### src/rtl/i2s_tx.sv
// ---------------------------------------------------------------------------
// i2s_tx - stereo I2S transmitter for the headphone/amplifier DAC.
//
// Runs entirely in the pixel clock domain. A 26-bit fractional phase
// accumulator produces an 'edge' pulse at exactly 64 * SAMPLE_RATE per
// second for both the PAL and NTSC pixel clocks. Each edge toggles hp_bck.
// All data movement (word select, serial data, word load) happens on the
// falling bck toggle, so the receiver sees stable data on the rising edge.
//
// Frame layout (32 bck periods, standard I2S one-bit delay after ws):
//   slot 0      : previous R[0]  (ws = 0)
//   slots 1..15 : L[15..1]       (ws = 0)
//   slot 16     : L[0]           (ws = 1)
//   slots 17..31: R[15..1]       (ws = 1)
//
// Optional feature macro: I2S_MONO_MIX_EN
//   defined   -> both words carry (sext(L) + sext(R)) >>> 1 (mono average)
//   undefined -> true stereo, L and R passed through unmodified
//
// pll_lock doubles as the asynchronous active-low reset: while the pixel
// PLL is unlocked the transmitter is held idle with all outputs low.
// ---------------------------------------------------------------------------
module i2s_tx #(
    parameter int CLK_HZ_PAL  = 31500000,
    parameter int CLK_HZ_NTSC = 32940000,
    parameter int SAMPLE_RATE = 24000
) (
    input  logic        clk,
    input  logic        pll_lock,
    input  logic        ntscmode,
    input  logic [15:0] audio_l,
    input  logic [15:0] audio_r,
    output logic        sample_strobe,
    output logic        hp_bck,
    output logic        hp_ws,
    output logic        hp_din
);

    // Two bck toggles per bit, 32 bits per frame -> 64 edges per frame.
    localparam logic [25:0] STEP     = 26'(64 * SAMPLE_RATE);
    localparam logic [25:0] MOD_PAL  = 26'(CLK_HZ_PAL);
    localparam logic [25:0] MOD_NTSC = 26'(CLK_HZ_NTSC);

    // Slot counter value after the last slot of a frame; the next falling
    // edge wraps it to zero and starts a new frame.
    localparam logic [4:0]  LAST_SLOT = 5'd31;

`ifdef I2S_MONO_MIX_EN
    // Average of the two channels. The 17-bit sum cannot overflow, and the
    // arithmetic shift brings it back into 16-bit range, so bits [16:1] of
    // the sum are exactly the shifted, truncated result.
    function automatic logic [15:0] mono_mix(input logic [15:0] left,
                                             input logic [15:0] right);
        logic signed [16:0] sum;
        sum = $signed({left[15], left}) + $signed({right[15], right});
        return sum[16:1];
    endfunction
`endif

    // Accumulator state and next-state terms.
    logic [25:0] acc_r;
    logic [25:0] mod_s;
    logic [25:0] sum_s;
    logic [25:0] acc_nxt_s;
    logic        edge_s;

    // Serializer state.
    logic [4:0]  bit_cnt_r;
    logic [4:0]  bit_cnt_nxt_s;
    logic [31:0] sr_r;
    logic [31:0] word_s;
    logic        fall_s;
    logic        frame_start_s;

    // Phase accumulator next state: the modulus follows ntscmode directly,
    // so a mode change applies on the very next clk. If the accumulator is
    // already above the new (smaller) modulus the subtract branch fires
    // once and lands below the modulus again, so no lockup is possible.
    always_comb begin
        mod_s     = MOD_PAL;
        sum_s     = acc_r + STEP;
        acc_nxt_s = sum_s;
        edge_s    = 1'b0;
        if (ntscmode) begin
            mod_s = MOD_NTSC;
        end else begin
            mod_s = MOD_PAL;
        end
        if (sum_s >= mod_s) begin
            acc_nxt_s = sum_s - mod_s;
            edge_s    = 1'b1;
        end else begin
            acc_nxt_s = sum_s;
            edge_s    = 1'b0;
        end
    end

    // Falling-edge decode and the word to load at the start of a frame.
    always_comb begin
        fall_s        = edge_s & hp_bck;
        bit_cnt_nxt_s = bit_cnt_r + 5'd1;
        frame_start_s = fall_s & (bit_cnt_r == LAST_SLOT);
`ifdef I2S_MONO_MIX_EN
        word_s        = {mono_mix(audio_l, audio_r), mono_mix(audio_l, audio_r)};
`else
        word_s        = {audio_l, audio_r};
`endif
    end

    // Phase accumulator register.
    always_ff @(posedge clk or negedge pll_lock) begin
        if (!pll_lock) begin
            acc_r <= 26'd0;
        end else begin
            acc_r <= acc_nxt_s;
        end
    end

    // Bit clock: toggles once per accumulator edge.
    always_ff @(posedge clk or negedge pll_lock) begin
        if (!pll_lock) begin
            hp_bck <= 1'b0;
        end else if (edge_s) begin
            hp_bck <= ~hp_bck;
        end else begin
            hp_bck <= hp_bck;
        end
    end

    // Serializer: on each falling bck, advance the slot, update ws and shift
    // out the next data bit. At the frame boundary the shift register is
    // reloaded instead of shifted; hp_din still takes the old MSB, which is
    // the previous frame's R[0] (the I2S one-bit delay).
    always_ff @(posedge clk or negedge pll_lock) begin
        if (!pll_lock) begin
            bit_cnt_r <= LAST_SLOT;
            hp_ws     <= 1'b0;
            hp_din    <= 1'b0;
            sr_r      <= 32'd0;
        end else if (fall_s) begin
            bit_cnt_r <= bit_cnt_nxt_s;
            hp_ws     <= bit_cnt_nxt_s[4];
            hp_din    <= sr_r[31];
            if (bit_cnt_nxt_s == 5'd0) begin
                sr_r <= word_s;
            end else begin
                sr_r <= {sr_r[30:0], 1'b0};
            end
        end else begin
            bit_cnt_r <= bit_cnt_r;
            hp_ws     <= hp_ws;
            hp_din    <= hp_din;
            sr_r      <= sr_r;
        end
    end

    // Capture acknowledge: one clk high together with the frame-start
    // falling edge at which the sample words are loaded.
    always_ff @(posedge clk or negedge pll_lock) begin
        if (!pll_lock) begin
            sample_strobe <= 1'b0;
        end else begin
            sample_strobe <= frame_start_s;
        end
    end

endmodule

### config.mk
export PLATFORM = sky130hd
export DESIGN_NAME = i2s_tx
export DESIGN_NICKNAME = d
export VERILOG_FILES = /design/src/rtl/i2s_tx.sv
export SDC_FILE = /design/constraint.sdc
export NUM_CORES = 1
export LEC_CHECK = 0
export BUFFER_PORTS_ARGS = -buffer_cell sky130_fd_sc_hd__buf_4
export CAP_MARGIN = 25
export CORE_ASPECT_RATIO = 0.9
export CORE_MARGIN = 1
export CORE_UTILIZATION = 45
export CTS_CLUSTER_DIAMETER = 200
export DETAILED_ROUTE_END_ITERATION = 8
export GPL_TIMING_DRIVEN = 0
export PLACE_DENSITY_LB_ADDON = 0.2
export RECOVER_POWER = 100
export SLEW_MARGIN = 20
export SYNTH_ARGS = -nofsm -noshare
export SYNTH_HDL_FRONTEND = slang
export SYNTH_SLANG_ARGS = --single-unit
### constraint.sdc
create_clock -name clk -period 3.7 [get_ports clk]
set_input_delay 0.37 -clock clk [delete_from_list [all_inputs] [get_ports clk]]
set_output_delay 0.37 -clock clk [all_outputs]
set_load 0.005 [all_outputs]
## Yosys cells after proc, flatten, opt, wreduce, memory -nomap -nowiden

Cells that the tools add are included.

- Register bits: 67
- Bits of input ports: 35
- Output and inout port bits: 4
- Logic and storage cells: 20

- Add/sub/neg operators: 3
- Magnitude comparators: 1
- Equality and inequality tests: 1
- Multiplexer cells: 4
- Bitwise gates (word level): 3
- Reductions and logical operators: 1

Operator list:

| kind | count |
|---|---|
| $mux 32 | 1 |
| $add 26x21->26 const B | 1 |
| $ge 26x26->1 | 1 |
| $mux 26 | 1 |
| $sub 26x26->26 | 1 |
| $mux 21 | 1 |
| $add 5x1->5 const B | 1 |
| $eq 5x5->1 const B | 1 |
| $logic_not 5->1 | 1 |
| $and 1x1->1 | 2 |
| $mux 1 | 1 |
| $not 1->1 | 1 |

## Longest topological paths before layout

Gate-level depths: netlist of the first run.

- Depth in word-level cells: 5
- Mapped depth: 16
- Mapped depth without buffers: 14

## Worst setup path before layout of the first run

Ideal clock, no wire load.

- Path type: reg-to-reg
- Start: reg acc_r[12]
- End: reg hp_din
- Setup time: 125 ps
- Arrival time: 2930 ps
- Data required time: 3575 ps
- Path slack: 645 ps
- Stages on the path, launching flop included: 16
- Path buffers: 1
- Clock period less this slack: 3055 ps
- Cell sequence: dfrtp_1 inv_1 ha_1 nand2b_1 a211oi_1 xor2_1 ha_1 nand2_1 nor3b_1 o211a_1 a2bb2o_4 a31oi_4 o21ai_4 and2_4 buf_6 mux2_4

- Cells in the longest elaborated chain, start to end: 4

Ends and longest elaborated chain:

| what | RTL line | source |
|---|---|---|
| from (decl) | 61 | `logic [25:0] acc_r;` |
| from (signal assigned) | 115 | `acc_r <= acc_nxt_s;` |
| $add 26x21->26 | 81 | `sum_s = acc_r + STEP;` |
| $ge 26x26->1 | 89 | `if (sum_s >= mod_s) begin` |
| $mux 1 | 89 |  |
| $and 1x1->1 | 100 | `fall_s = edge_s & hp_bck;` |
| to (signal assigned) | 143 | `hp_din <= sr_r[31];` |
| to (signal assigned) | 152 | `hp_din <= hp_din;` |
| to (decl) | 36 | `output logic hp_din` |

Every way passes these cells.
A chain may end at the register's enable or synchronous reset.

## Worst setup path after layout of the first run

Same ends and word-level chain as after synthesis.

==> impl_summary.txt, run 1 <==
----------------------------------------------------
[Run status]
  Result of the run ... complete, but fails checks
  Failing checks ... capacitance limit, slew limit

[Clock network]
  Post-CTS clock slew at the launch and capture registers of the worst setup and hold paths ... 0.07 ns
  TritonCTS clock tree ... done
  H-tree depth ... 3
  Hold buffer count at CTS ... 0
  Total number of clock tree sinks ... 62
  Clock latency on the worst-skew pair ... between 0.3 and 0.4 ns
  TritonCTS buffer count ... 9
  Clock Tree Root ... sky130_fd_sc_hd__clkbuf_8
  Maximum count of clock buffers along a single path ... 2

[Synthesis]
  Number of enable-type register cells in the synthesized netlist ... 0
  Yosys warnings ... 0
  Dominant cell by count in the synthesized netlist ... sky130_fd_sc_hd__a21oi_1
  Most frequent cells after synthesis ... 75 x sky130_fd_sc_hd__a21oi_1, 57 x sky130_fd_sc_hd__dfrtp_1, 31 x sky130_fd_sc_hd__mux2i_1
  Prevailing post-synth register cell ... sky130_fd_sc_hd__dfrtp_1
  Cell accounting for the most synthesized area ... sky130_fd_sc_hd__dfrtp_1
  Post-Syn Nets ... 400
  Distinct cell type count after synthesis ... 55
  Largest cells by area after synthesis ... sky130_fd_sc_hd__dfrtp_1 39%, sky130_fd_sc_hd__a21oi_1 10%, sky130_fd_sc_hd__mux2i_1 8.6%, sky130_fd_sc_hd__xnor2_1 4.8%, sky130_fd_sc_hd__ha_1 4.2%
  Gate count after technology mapping ... between 300 and 400
  Total standard cell area after synthesis ... ~3600 um2
  Post-synth top area share ... approximately two fifths
  Fraction of the yosys area taken by sequential cells ... a little over two fifths
  Synth Register Bits ... between 60 and 70
  Avg Inst Size Synth ... between 10 and 15 um2
  Fraction of synthesis flops using an asynchronous set or reset pin ... between 90% and 100%

[Run]
  Max-capacitance violation count ... 1

[Pwr]
  Power density over the cells ... 1050 nW/um2
  Maximum VDD drop ... 0.000338 V
  Leak ... between 1.5 and 2 nW

[Critical path]
  Critical Path End ... hp_din
  Depth of the most critical reg-to-reg path ... 15
  Reg2Reg Launch Point ... acc_r[12]
  Reg-to-reg critical path endpoint ... hp_din
  Startpoint type of the worst setup path ... register
  Crit. Startpoint ... acc_r[12]
  Worst reg2reg setup slack ... roughly 0.24 ns
  CP Data Required Time ... just under 4 ns
  Largest fanout of any net on the critical path ... 10
  Ordered list of cells on the worst path ... inv_1, ha_1, nand2b_1, a211oi_1, xor2_1, ha_2, nand2_1, nor3b_1, o211a_1, a2bb2o_4, a31oi_4, o21ai_4, and2_4, buf_6, mux2_1
  Worst path arrival time ... ~3.7 ns
  Type of the worst setup path ... register to register
  Critical Path Slowest Stage Cell ... sky130_fd_sc_hd__dfrtp_1
  Element type at the critical path end ... register
  Longest individual stage delay on the worst path ... around 0.43 ns

[Floorplan]
  Core Region ... roughly 7700 um2
  Initial cell density of the core ... 47.2%
  Die H ... about 87 um
  # rows ... 30
  I/O pins ... 39
  Die footprint ... 8400 um2
  Horiz. Die Dim ... between 90 and 100 um

[Timing]
  Final min period ... ~3.5 ns
  Worst clock skew ... 0.00771 ns
  Final setup violation count ... 0
  Final period util ... 93.5%
  Final-layout setup total negative slack ... 0 ns
  Transition time at the pin with the least slew margin ... roughly 1.6 ns
  Setup repair after global routing missed its margin ... false
  Max transition margin ... -3.41%
  FMAX ... between 200 and 300 MHz
  Final hold vios ... 0
  Max-slew violations ... 63

[Placement]
  Count of input and output buffers ... 38
  Cell Count Post-Placement ... 487
  Post-DP HPWL ... between 5000 and 6000 um
  Final weighted congestion in routability-driven placement ... approximately 0.85

[Route]
  Via count ... about 2,800
  Final routed wire length divided by cell count ... 15.2 um
  Post-detailed-route via-to-cell ratio ... approximately 5.5
  Wire length after detailed routing ... around 7600 um
  Initial DRC Count ... 117
  Count of nets left with antenna violations after detail routing ... 0
  Number of design rule violations left after detail routing ... 0
  Pre-Repair DR Iteration Count ... 4

[Global routing]
  Number of global-route vias before repair ... around 2,600
  All-Layer GR Usage ... between 10% and 20%
  Pin count of the biggest net entering global routing ... 63
  Antenna violations before repair ... 0
  Total grt overflow ... 0
  Wire length of the first global-routing pass ... about 13,000 um

[Finish]
  Fraction of final layout cells with drive strength greater than 1 ... a little under a fifth
  Layout overhead on the synthesized area ... 16.5%
  Antenna diode count ... 0
  Count of nets after finishing ... about 450
  Post-Layout Cell Count ... 503

[Worst hold path]
  Type of the most critical hold path ... primary input to register

----------------------------------------------------
## state kept, by name (all words and copies together), names as in the netlist
register / count
bit_cnt_r: 5
acc_r: 21
hp_bck: 1
hp_ws: 1
sample_strobe: 1
sr_r: 32
hp_din: 1
## placed cells by master (no fill, tap or decap), drive strengths merged, types with 2 or more instances in the layout
cell,count
nor2b,2
nor2,15
a211oi,4
and3,6
dfrtp,57
nor3,6
a21oi,75
clkbuf,30
nand2b,2
or2,2
nor3b,3
o21ai,7
inv,4
mux2i,31
nand2,16
or3,3
a21boi,3
nor4,2
buf,40
dfstp,5
mux2,7
a31oi,4
or4,2
o31a,2
a21o,2
xor2,13
xnor2,20
a31o,2
o31ai,2
ha,12
and2,3
nand3,9
## per-layer routing
layer,vias to the layer above,part of all wire [%],wire [um],global-route usage (%)
li1,1384,-,-,-
met1,1326,49,3740,28.2
met2,55,46,3540,29.3
met3,6,4.0,306,5.50
met4,0,0.67,51,5.21
met5,-,0,0,0
## logic make-up (layout without fill, tap and decap cells)
logic type	count (synthesis)	in the layout	share of synthesized area (%)
DFF	62	62	43.1
xor gates and xnor gates	33	33	8.00
buffers and inverters	23	77	3.60
muxes	38	38	11.1
and+or+nand+nor	73	73	10.7
AOI/OAI and AO/OA	112	112	19.4
adders and majority gates	12	12	4.15
## worst max-delay path, delay by kind of cell (launching register included)
family	cells	cell delay, ns
flip-flops	1	0.43
AND/OR/NAND/NOR	4	0.60
adder cells (fa/ha/maj)	2	0.61
buffers and inverters	2	0.25
multiplexers	1	0.35
AO/OA/AOI/OAI	5	0.95
XOR/XNOR	1	0.13
## per-stage QoR
| stage | cell area [um2] | power (W) | hold slack, ns | worst slack [ns] | util, % |
|---|---|---|---|---|---|
| 2_1_floorplan | 3610 | 0.00327 | 0.0744 | 0.645 | - |
| 3_3_place_gp | 4020 | 0.00372 | 0.490 | 0.284 | 52.5 |
| 3_5_place_dp | 4020 | 0.00379 | 0.502 | 0.219 | 52.5 |
| 4_1_cts | 4230 | 0.00445 | 0.142 | 0.222 | 55.3 |
| 5_1_grt | 4210 | 0.00479 | 0.257 | 0.0224 | 55.0 |
| 6_report | 4210 | 0.00441 | 0.274 | 0.240 | 55.0 |
## power breakdown
| part | switching, W | total, W | internal (W) |
|---|---|---|---|
| clock | 0.000273 | 0.000639 | 0.000366 |
| sequential | 0.000270 | 0.00130 | 0.00103 |
| combinational | 0.00135 | 0.00246 | 0.00111 |
## layout make-up
type	count	area, um2
Clock inverter	3	42.5
Sequential cell	62	1560
Timing Repair Buffer	38	275
Multi-Input combinational cell	268	1920
Tap cell	96	120
Inverter	4	15.0
Clock buffer	13	169
Fill cell	686	3440
Buffer	19	115
## worst min-delay path by stage
| stage | slack, ns | depth (start not counted) | from | endpoint |
|---|---|---|---|---|
| after global routing | 0.26 | 2 | audio_r[0] | sr_r[0] |
| after global placement | 0.49 | 1 | sr_r[31] | hp_din |
| final | 0.27 | 2 | audio_r[0] | sr_r[0] |
| after CTS | 0.14 | 1 | pll_lock | hp_ws |
| after floorplan | 0.07 | 0 | pll_lock | acc_r[10] |
| after detailed placement | 0.50 | 1 | bit_cnt_r[3] | bit_cnt_r[3] |
## timing repair
| item | CTS | global route |
|---|---|---|
| resized for setup | 0 | 1 |
| endpoints found under the setup margin | 0 | 11 |
| buffers inserted | 0 | 0 |
Note: power is estimated with default switching activity, not from simulation.
==> run 2, diff against run 1 <==
--- a/config.mk
+++ b/config.mk
@@ -15,4 +15,4 @@
 export GPL_TIMING_DRIVEN = 0
-export PLACE_DENSITY_LB_ADDON = 0.2
 export RECOVER_POWER = 100
+export SETUP_SLACK_MARGIN = 0.4
 export SLEW_MARGIN = 20
==> constraint.sdc (replaced) <==
create_clock -name clk -period 3.7 [get_ports clk]
set_input_delay 0.74 -clock clk [delete_from_list [all_inputs] [get_ports clk]]
set_output_delay 0.74 -clock clk [all_outputs]
set_load 0.005 [all_outputs]
==> impl_summary.txt, run 2 (same netlist as run 1, synthesis figures left out) <==
----------------------------------------------------
[Global routing]
  Total grt overflow ... 0
  All-Layer GR Usage ... between 10% and 20%
  Number of global-route vias before repair ... about 2,600
  Wire length of the first global-routing pass ... roughly 13,000 um
  Antenna violations before repair ... 0
  Pin count of the biggest net entering global routing ... 63

[Timing]
  Worst clock skew ... 0.0128 ns
  Final min period ... between 3 and 4 ns
  Final period util ... 88.3%
  Max-slew violations ... 63
  Final-layout setup total negative slack ... 0 ns
  Final setup violation count ... 0
  Max transition margin ... -2.37%
  Transition time at the pin with the least slew margin ... roughly 1.5 ns
  Setup repair after global routing missed its margin ... false
  FMAX ... 306 MHz
  Final hold vios ... 0

[Finish]
  Register cell area after layout ... about 1600 um2
  Fraction of final layout cells with drive strength greater than 1 ... a little over a fifth
  Number of flip-flops under the largest register name ... 32
  Count of nets after finishing ... ~450
  Commonest non-fill, non-tap cells in the layout ... 75 x sky130_fd_sc_hd__a21oi_1, 57 x sky130_fd_sc_hd__dfrtp_1, 38 x sky130_fd_sc_hd__buf_4, 31 x sky130_fd_sc_hd__mux2i_1, 20 x sky130_fd_sc_hd__xnor2_1
  Antenna diode count ... 0
  Core occupancy in the finished layout ... between 50% and 60%
  Fillers ... slightly above 700
  Area of the multi-input gates ... around 2000 um2
  Largest regs ... sr_r x32, acc_r x21, bit_cnt_r x5
  Commonest non-fill, non-tap cell in the layout ... sky130_fd_sc_hd__a21oi_1
  Layout overhead on the synthesized area ... 18.1%
  Post-Layout Cell Count ... 507
  Post-route cell area ... between 4000 and 5000 um2
  Largest register by flop count ... sr_r

[Placement]
  Cell Count Post-Placement ... 487
  Count of input and output buffers ... 38
  Post-DP HPWL ... about 5300 um
  Instance area at placement ... 4020 um2
  Final weighted congestion in routability-driven placement ... roughly 0.81

[Route]
  Final routed wire length divided by cell count ... between 15 and 20 um
  Pre-Repair DR Iteration Count ... 6
  Number of design rule violations left after detail routing ... 0
  Via count ... 2,797
  Count of nets left with antenna violations after detail routing ... 0
  Post-detailed-route via-to-cell ratio ... ~5.5
  Wire length after detailed routing ... roughly 7600 um
  Initial DRC Count ... 119

[Worst hold path]
  Type of the most critical hold path ... register to register

[Clock network]
  Total number of clock tree sinks ... just over 60
  TritonCTS buffer count ... 9
  H-tree depth ... 3
  Clock latency on the worst-skew pair ... 0.34 ns
  Maximum count of clock buffers along a single path ... 2
  TritonCTS clock tree ... done
  Hold buffer count at CTS ... 0
  Clock Tree Root ... sky130_fd_sc_hd__clkbuf_8
  Post-CTS clock slew at the launch and capture registers of the worst setup and hold paths ... approximately 0.070 ns

[Floorplan]
  Horiz. Die Dim ... a little under 100 um
  # rows ... 30
  Die H ... 87.0 um
  Core Region ... roughly 7700 um2
  I/O pins ... 39
  Initial cell density of the core ... 47.2%
  Die footprint ... 8400 um2

[Pwr]
  Total Power Consumption ... around 0.0045 W
  Switching power as a share of total power ... a little over two fifths
  Leak ... approximately 1.8 nW
  Relative contribution of the clock network to total power ... 13.3%
  Portion of total power attributed to sequential cells ... 29.1%
  Combinational cell fraction of total power ... between 50% and 60%
  Power density over the cells ... roughly 1000 nW/um2
  Maximum VDD drop ... around 0.00040 V
  Net Sw Power ... roughly 0.0019 W
  Total internal power ... 0.00254 W

[Critical path]
  CP Data Required Time ... about 4 ns
  Worst path arrival time ... between 3 and 4 ns
  Longest individual stage delay on the worst path ... 0.40 ns
  Ordered list of cells on the worst path ... clkbuf_1, o31a_1, nor2_1, xor2_1, ha_1, and3_1, a221o_1, a31oi_4, o21ai_4, and2_0, buf_8, mux2_4
  Critical Path Slowest Stage Cell ... sky130_fd_sc_hd__a221o_1
  Worst reg2reg setup slack ... 0.43 ns
  Element type at the critical path end ... register
  Startpoint type of the worst setup path ... register
  Largest fanout of any net on the critical path ... 10
  Type of the worst setup path ... register to register

[Run status]
  Result of the run ... complete, but fails checks
  Failing checks ... capacitance limit, slew limit

[Run]
  Max-capacitance violation count ... 1

----------------------------------------------------
-- run 2: final cells by class --
type / instances / area share (%)
Tap cell: 96 / 2.81
Multi-Input combinational cell: 268 / 45.7
Clock buffer: 12 / 3.40
Inverter: 4 / 0.440
Buffer: 19 / 2.96
Sequential cell: 62 / 36.5
Clock inverter: 4 / 1.11
Timing Repair Buffer: 42 / 7.06
-- run 2: final timing paths --
check                            endpoint  cells past startpoint       from
worst max-delay path                hp_ws                     12  acc_r[12]
worst min-delay path               hp_din                      1   sr_r[31]
worst max register to register      hp_ws                     12  acc_r[12]
worst min register to register     hp_din                      1   sr_r[31]
max in group asynchronous         sr_r[8]                      1   pll_lock
min in group asynchronous       acc_r[19]                      1   pll_lock
-- run 2: repair_timing --
action	in CTS	in global routing
setup buffers	1	3
endpoints found under the setup margin	49	54
pin swaps	0	5
gates resized for setup	5	13
-- run 2: worst max-delay path: cells and delay by family, from the launching register on --
family	cells	cell delay (ns)
compound gates	4	1.06
xor+xnor	1	0.23
fa+ha+maj	1	0.32
buf+inv	2	0.32
flops	1	0.39
mux	1	0.29
simple gates	3	0.54
-- run 2: power by group through the flow --
| stage | combinational, W | sequential, W | clock [W] |
|---|---|---|---|
| 2_1_floorplan | 0.00203 | 0.00124 | 0 |
| 3_3_place_gp | 0.00244 | 0.00130 | 0 |
| 3_5_place_dp | 0.00248 | 0.00131 | 0 |
| 4_1_cts | 0.00255 | 0.00130 | 0.000608 |
| 5_1_grt | 0.00285 | 0.00134 | 0.000638 |
| 6_report | 0.00256 | 0.00130 | 0.000593 |
-- run 2: layer usage --
metal  up-vias  wire, um  GRT usage, %
met5         -         0             0
li1       1392         -             -
met2        44      3370          29.0
met4         0       101          6.02
met3        10       264          4.97
met1      1351      3890          28.2
-- run 2: metrics by stage --
step	hold WS, ns	worst slack (ns)
finish	0.506	0.433
global route	0.522	0.235
CTS	0.500	0.421
detailed placement	0.499	0.0261
global placement	0.490	0.0295
floorplan	0.444	0.472
